--- src/rtl/sd_video_pkg.sv ---
// Shared types and constants for the SD-card video frame loader.
package sd_video_pkg;

  typedef enum logic [2:0] {
    IDLE       = 3'd0,
    RECV       = 3'd1,
    SECTOR_END = 3'd2,
    SKIP       = 3'd3,
    WAIT_BANK  = 3'd4
  } loader_state_e;

  localparam int SECTOR_BYTES     = 512;
  localparam int WORDS_PER_SECTOR = 256;

  // First card sector of a frame; 16-bit natural wrap.
  function automatic logic [15:0] frameBase(input logic [15:0] base,
                                            input int unsigned idx,
                                            input int unsigned spf);
    logic [31:0] off;
    off = idx * spf;
    return base + off[15:0];
  endfunction

endpackage

--- src/rtl/byte_pair_packer.sv ---
// Packs an even/odd byte pair into one 16-bit pixel write.
// Stage 1 latches the pair on the odd byte, stage 2 presents the write strobe,
// so the pixel appears one edge after its odd byte is sampled.
module byte_pair_packer #(
  parameter int SEC_W = 8
) (
  input  logic             DataClock,
  input  logic             Reset,
  input  logic             capture,
  input  logic [8:0]       byteIdx,
  input  logic [7:0]       InputData,
  input  logic             bank,
  input  logic [SEC_W-1:0] sector,
  output logic             PixelWe,
  output logic [15:0]      PixelData,
  output logic [SEC_W+8:0] PixelAddr
);

  logic [7:0]       hiByte;
  logic [1:0]       vldPipe;
  logic [15:0]      stgData;
  logic [SEC_W+8:0] stgAddr;
  logic             oddCapture;

  // Byte parity comes from the sector byte counter, which restarts every sector.
  assign oddCapture = capture && byteIdx[0];
  assign PixelWe    = vldPipe[1];

  // Even byte held, odd byte completes the pair, output stage one cycle later.
  always_ff @(posedge DataClock) begin
    if (Reset) begin
      hiByte    <= '0;
      vldPipe   <= '0;
      stgData   <= '0;
      stgAddr   <= '0;
      PixelData <= '0;
      PixelAddr <= '0;
    end else begin
      vldPipe <= {vldPipe[0], oddCapture};
      if (capture && !byteIdx[0]) hiByte <= InputData;
      if (oddCapture) begin
        stgData <= {hiByte, InputData};
        stgAddr <= {bank, sector, byteIdx[8:1]};
      end
      if (vldPipe[0]) begin
        PixelData <= stgData;
        PixelAddr <= stgAddr;
      end
    end
  end

endmodule

--- src/rtl/sd_frame_loader.sv ---
// Captures SD sectors into a ping-pong frame buffer and sequences the card
// address; completed frames are handed to the video side via ready/ack.
module sd_frame_loader
  import sd_video_pkg::*;
#(
  parameter logic [15:0] BASE_SECTOR       = 16'd0,
  parameter int          SECTORS_PER_FRAME = 150,
  parameter int          NUM_FRAMES        = 1,
  localparam int         SEC_W             = $clog2(SECTORS_PER_FRAME)
) (
  input  logic             DataClock,
  input  logic             Reset,
  input  logic [7:0]       InputData,
  input  logic             EnableVideoRead,
  output logic [15:0]      InputAddress,
  output logic [15:0]      PixelData,
  output logic [SEC_W+8:0] PixelAddr,
  output logic             PixelWe,
  output logic             FrameReady,
  output logic             ReadBank,
  input  logic             FrameAck,
  output logic             FrameDone,
  output logic             ShortErr
);

  localparam int FI_W = (NUM_FRAMES > 1) ? $clog2(NUM_FRAMES) : 1;

  loader_state_e    state;
  logic [9:0]       byteCnt;
  logic [SEC_W-1:0] sectorInFrame;
  logic [FI_W-1:0]  frameIdx;
  logic [FI_W-1:0]  frameIdxNext;
  logic             writeBank;
  logic             capture;
  logic             lastSector;
  logic             bankFree;

  // A byte is taken on the rising edge that starts a sector and on every
  // enabled edge while receiving.
  assign capture      = EnableVideoRead && (state == IDLE || state == RECV);
  assign lastSector   = (sectorInFrame == SEC_W'(SECTORS_PER_FRAME - 1));
  assign frameIdxNext = (frameIdx == FI_W'(NUM_FRAMES - 1)) ? '0 : frameIdx + FI_W'(1);
  // An ack arriving with the completion frees the read bank first.
  assign bankFree     = !FrameReady || FrameAck;

  byte_pair_packer #(.SEC_W(SEC_W)) uPacker (
    .DataClock (DataClock),
    .Reset     (Reset),
    .capture   (capture),
    .byteIdx   (byteCnt[8:0]),
    .InputData (InputData),
    .bank      (writeBank),
    .sector    (sectorInFrame),
    .PixelWe   (PixelWe),
    .PixelData (PixelData),
    .PixelAddr (PixelAddr)
  );

  // Sector/frame sequencing, bank ownership and error flag.
  always_ff @(posedge DataClock) begin
    if (Reset) begin
      state         <= IDLE;
      byteCnt       <= '0;
      sectorInFrame <= '0;
      frameIdx      <= '0;
      writeBank     <= 1'b0;
      ReadBank      <= 1'b1;
      FrameReady    <= 1'b0;
      FrameDone     <= 1'b0;
      ShortErr      <= 1'b0;
      InputAddress  <= BASE_SECTOR;
    end else begin
      FrameDone <= 1'b0;
      if (FrameAck) FrameReady <= 1'b0;
      case (state)
        IDLE: begin
          if (EnableVideoRead) begin
            state   <= RECV;
            byteCnt <= 10'd1;
          end
        end
        RECV: begin
          if (!EnableVideoRead) begin
            // Address is kept so the reader re-fetches the same sector.
            ShortErr <= 1'b1;
            byteCnt  <= '0;
            state    <= IDLE;
          end else if (byteCnt == 10'(SECTOR_BYTES - 1)) begin
            byteCnt <= '0;
            state   <= SECTOR_END;
          end else begin
            byteCnt <= byteCnt + 10'd1;
          end
        end
        SECTOR_END: begin
          if (!lastSector) begin
            sectorInFrame <= sectorInFrame + SEC_W'(1);
            InputAddress  <= InputAddress + 16'd1;
            state         <= SKIP;
          end else begin
            sectorInFrame <= '0;
            frameIdx      <= frameIdxNext;
            InputAddress  <= frameBase(BASE_SECTOR, 32'(frameIdxNext), SECTORS_PER_FRAME);
            if (bankFree) begin
              ReadBank   <= writeBank;
              writeBank  <= ~writeBank;
              FrameReady <= 1'b1;
              FrameDone  <= 1'b1;
              state      <= SKIP;
            end else begin
              state <= WAIT_BANK;
            end
          end
        end
        SKIP: begin
          if (!EnableVideoRead) state <= IDLE;
        end
        WAIT_BANK: begin
          // Sectors streamed here are dropped; the address is already the
          // next frame start so the reader simply repeats it.
          if (FrameAck) begin
            ReadBank   <= writeBank;
            writeBank  <= ~writeBank;
            FrameReady <= 1'b1;
            FrameDone  <= 1'b1;
            state      <= EnableVideoRead ? SKIP : IDLE;
          end
        end
        default: state <= IDLE;
      endcase
    end
  end

endmodule

--- config.mk ---
export PLATFORM = sky130hd
export DESIGN_NAME = sd_frame_loader
export DESIGN_NICKNAME = d
export VERILOG_FILES = /design/src/rtl/sd_video_pkg.sv /design/src/rtl/byte_pair_packer.sv /design/src/rtl/sd_frame_loader.sv
export SDC_FILE = /design/constraint.sdc
export NUM_CORES = 1
export LEC_CHECK = 0
export CAP_MARGIN = 20
export CORE_MARGIN = 1.5
export CORE_UTILIZATION = 30
export DETAILED_ROUTE_END_ITERATION = 16
export PLACE_DENSITY_LB_ADDON = 0.08
export SKIP_CTS_REPAIR_TIMING = 1
export SLEW_MARGIN = 25
export SYNTH_ARGS = -nofsm -noshare
export SYNTH_HDL_FRONTEND = slang
export SYNTH_SLANG_ARGS = --single-unit
--- constraint.sdc ---
create_clock -name DataClock -period 2.51 [get_ports DataClock]
set_input_delay 0.6275 -clock DataClock [delete_from_list [all_inputs] [get_ports DataClock]]
set_output_delay 0.6275 -clock DataClock [all_outputs]
set_load 0.01 [all_outputs]
==> impl_metrics.csv <==
group,metric,value,unit
clock_tree,cts_tree,"built",
critical_path,crit_chain,"clkdlybuf4s50_1",
critical_path,path_buf_inv,1,
global_route,grt_start_max_net_pins,45,
synth,synthFlopType,"dfxtp_1",
critical_path,crit_path_end_kind,"output pin",
routing,num_vias,3959,
timing,fin_crit,2.09,ns
critical_path,cpPeakStageDelay,0.59,ns
critical_path,cp.depth,1,
timing,tns,0,ns
timing,relSlewSlack,58.1,%
clock_tree,clkLatencyLatePin,0.42,ns
timing,rsz0062_at_grt,"false",
die,dieArea,16600,um^2
routing,final_antenna_net_count,0,
timing,slew_viol_final,0,
routing,wl_per_cell,13.6,um
clock_tree,cts_buffers,17,
routing,drtIter0Drc,218,
timing,fin_worst_skew,0.00488,ns
clock_tree,clock-sinks,118,
synth,synth-seq-cells,118,
critical_path,worstPathMaxFanout,7,
routing,wirelength,11400,um
critical_path,cp_top_family,"buffers and inverters",
clock_tree,clock_path_buffers,2,
cells_and_area,drive_gt1_share,8.25,%
critical_path,cp-endpoint,"InputAddress[9]",
timing,finalHoldWorstSlack,0.451,ns
synth,synth_cell_types,52,
synth,synth_cells,556,
critical_path,r2r_cells,5,
placement,hpwlAfterDp,7510,um
placement,gp_congestion,0.778,
worst_hold_path,min_path_type,"register to register",
die,pin_count,66,
synth,syn-cell-area,4750,um^2
placement,portBuffers,65,
critical_path,crit_arrival,1.46,ns
critical_path,path_class,"register to output pin",
cells_and_area,mostFrequentLayoutCells,"117 x dfxtp_1, 102 x nand2_1, 65 x a21oi_1",
cells_and_area,insertedDiodeCount,0,
global_route,grt_pass1_vias,3778,
die,fp.dieW,129,um
routing,drt_pass1_iterations,4,
clock_tree,path_clk_slew,0.05,ns
critical_path,r2r_start,"byteCnt[0]$_SDFFE_PP0P_",
die,core_region_area,15300,um^2
synth,ys_seq_area_share,49.7,%
synth,syn_nets,572,
synth,postSynthAreaPerCell,8.54,um^2
cells_and_area,nets,633,
pwr,power_density,732,nW/um^2
clock_tree,root_buffer,"clkbuf_16",
pwr,ir_drop,0.466,mV
critical_path,worstSetupStartpointType,"register",
pwr,leakagePower,2.09,nW
die,die_y,129,um
die,fp-row-count,45,
cells_and_area,area_growth,30.9,%
critical_path,r2r_setup_slack,0.45,ns
critical_path,critical_path.slowest_cell,"clkdlybuf4s50_1",
routing,vias_per_cell,4.71,
synth,synthArstFlopShare,0,%
synth,ys_warn_count,0,
critical_path,cp.required,1.88,ns
timing,hold_viol,0,
global_route,antenna_found_initial,0,
die,start_util,31.0,%
global_route,grt_pass1_wl,19200,um
timing,finalSetupViolations,0,
cells_and_area,final_common_cell,"dfxtp_1",
global_route,grt_usage,14.8,%
timing,worstMarginPinSlew,0.628,ns
routing,drc,0,
job,cap_violations,0,
global_route,overflow,0,
timing,fmax,0.479,GHz
clock_tree,cts_max_level,4,
critical_path,r2r_end,"byteCnt[9]$_SDFFE_PP0P_",
timing,min_period_over_period,83.2,%
critical_path,startpoint,"InputAddress[9]$_SDFFE_PP0P_",
outcome,status,"completed",
synth,synth_edf_count,0,
[synth_stat cells, types with 2 or more instances]
library cell  count  area (um^2)
dfxtp_1         118         2360
nand4_1          10         62.6
xnor2_1           6         52.6
o21ai_0          10         50.1
or4_1             4         30.0
nand3_1          15         75.1
nor3_1            6         30.0
and2_1            3         18.8
nor4_1            3         18.8
a211oi_1          3         22.5
o31ai_1           2         15.0
and4_1            3         26.3
and3_1            5         31.3
nand2b_1          4         25.0
a21oi_1          65          325
nand3b_1          2         15.0
nor2b_1           6         37.5
a31oi_1           5         31.3
clkbuf_1         34          128
inv_1             7         26.3
xor2_1            8         70.1
buf_1             2         7.51
mux2i_1          34          340
nand2_1         102          383
a311oi_1          3         26.3
or3_1             6         37.5
a2bb2oi_1         2         17.5
nor2_1           61          229
ha_1              4         50.1
[cell families after synthesis]
kind of cell / synth area share, %
muxes: 7.40
adders and majority gates: 1.05
and+or+nand+nor: 23.3
buffers and inverters: 3.50
DFF: 49.7
AOI/OAI and AO/OA: 12.4
xor gates and xnor gates: 2.58
[final cells by class]
cell class | count | area [um^2]
Clock inverter | 9 | 76.3
Sequential cell | 118 | 2360
Tap cell | 211 | 264
Clock buffer | 23 | 478
Multi-Input combinational cell | 394 | 2220
Fill cell | 1553 | 9090
Inverter | 7 | 26.3
Timing Repair Buffer | 79 | 791
[sequential cells by signal, summed over array words and instances (netlist names)]
name               cells
uPacker.PixelAddr     17
byteCnt               10
uPacker.vldPipe        2
writeBank              1
uPacker.stgData       16
uPacker.hiByte         8
FrameReady             1
InputAddress          16
uPacker.stgAddr       17
state                  3
ReadBank               1
uPacker.PixelData     16
sectorInFrame          8
FrameDone              1
ShortErr               1
[metrics by stage]
step	utilization (%)	std cells	setup WS, ns	power [W]	instance area (um^2)
floorplan	-	556	0.677	0.00221	4750
global placement	37.0	809	0.258	0.00234	5670
detailed placement	37.0	809	0.175	0.00234	5670
CTS	40.6	841	0.394	0.00463	6220
global route	40.6	841	0.218	0.00476	6220
finish	40.6	841	0.421	0.00455	6220
[report_power, final]
part	switching, W	internal (W)	total, W
logic	0.000203	0.000139	0.000342
registers	0.0000370	0.00192	0.00195
clock network	0.000831	0.00143	0.00226
total	0.00107	0.00348	0.00455
[metal layers]
| layer | track usage [%] | share of wire [%] | wire length, um |
|---|---|---|---|
| met1 | 20.1 | 51 | 5800 |
| met2 | 21.8 | 43 | 4930 |
| met3 | 4.20 | 4.2 | 484 |
| met4 | 6.94 | 2.0 | 226 |
| met5 | 0 | 0 | 0 |
[worst min-delay path by stage]
stage	slack (ns)	cells past startpoint	endpoint	from
after floorplan	0.43	2	uPacker.stgData[10]$_SDFFE_PP0P_	uPacker.hiByte[2]$_SDFFE_PP0P_
after global placement	0.44	2	uPacker.stgData[12]$_SDFFE_PP0P_	uPacker.hiByte[4]$_SDFFE_PP0P_
after detailed placement	0.45	2	uPacker.stgAddr[12]$_SDFFE_PP0P_	uPacker.stgAddr[12]$_SDFFE_PP0P_
after CTS	0.45	2	uPacker.stgAddr[12]$_SDFFE_PP0P_	uPacker.stgAddr[12]$_SDFFE_PP0P_
after global routing	0.47	2	uPacker.stgAddr[12]$_SDFFE_PP0P_	uPacker.stgAddr[12]$_SDFFE_PP0P_
final	0.45	2	uPacker.stgAddr[12]$_SDFFE_PP0P_	uPacker.stgAddr[12]$_SDFFE_PP0P_
Power figures use the tool's default switching activity.
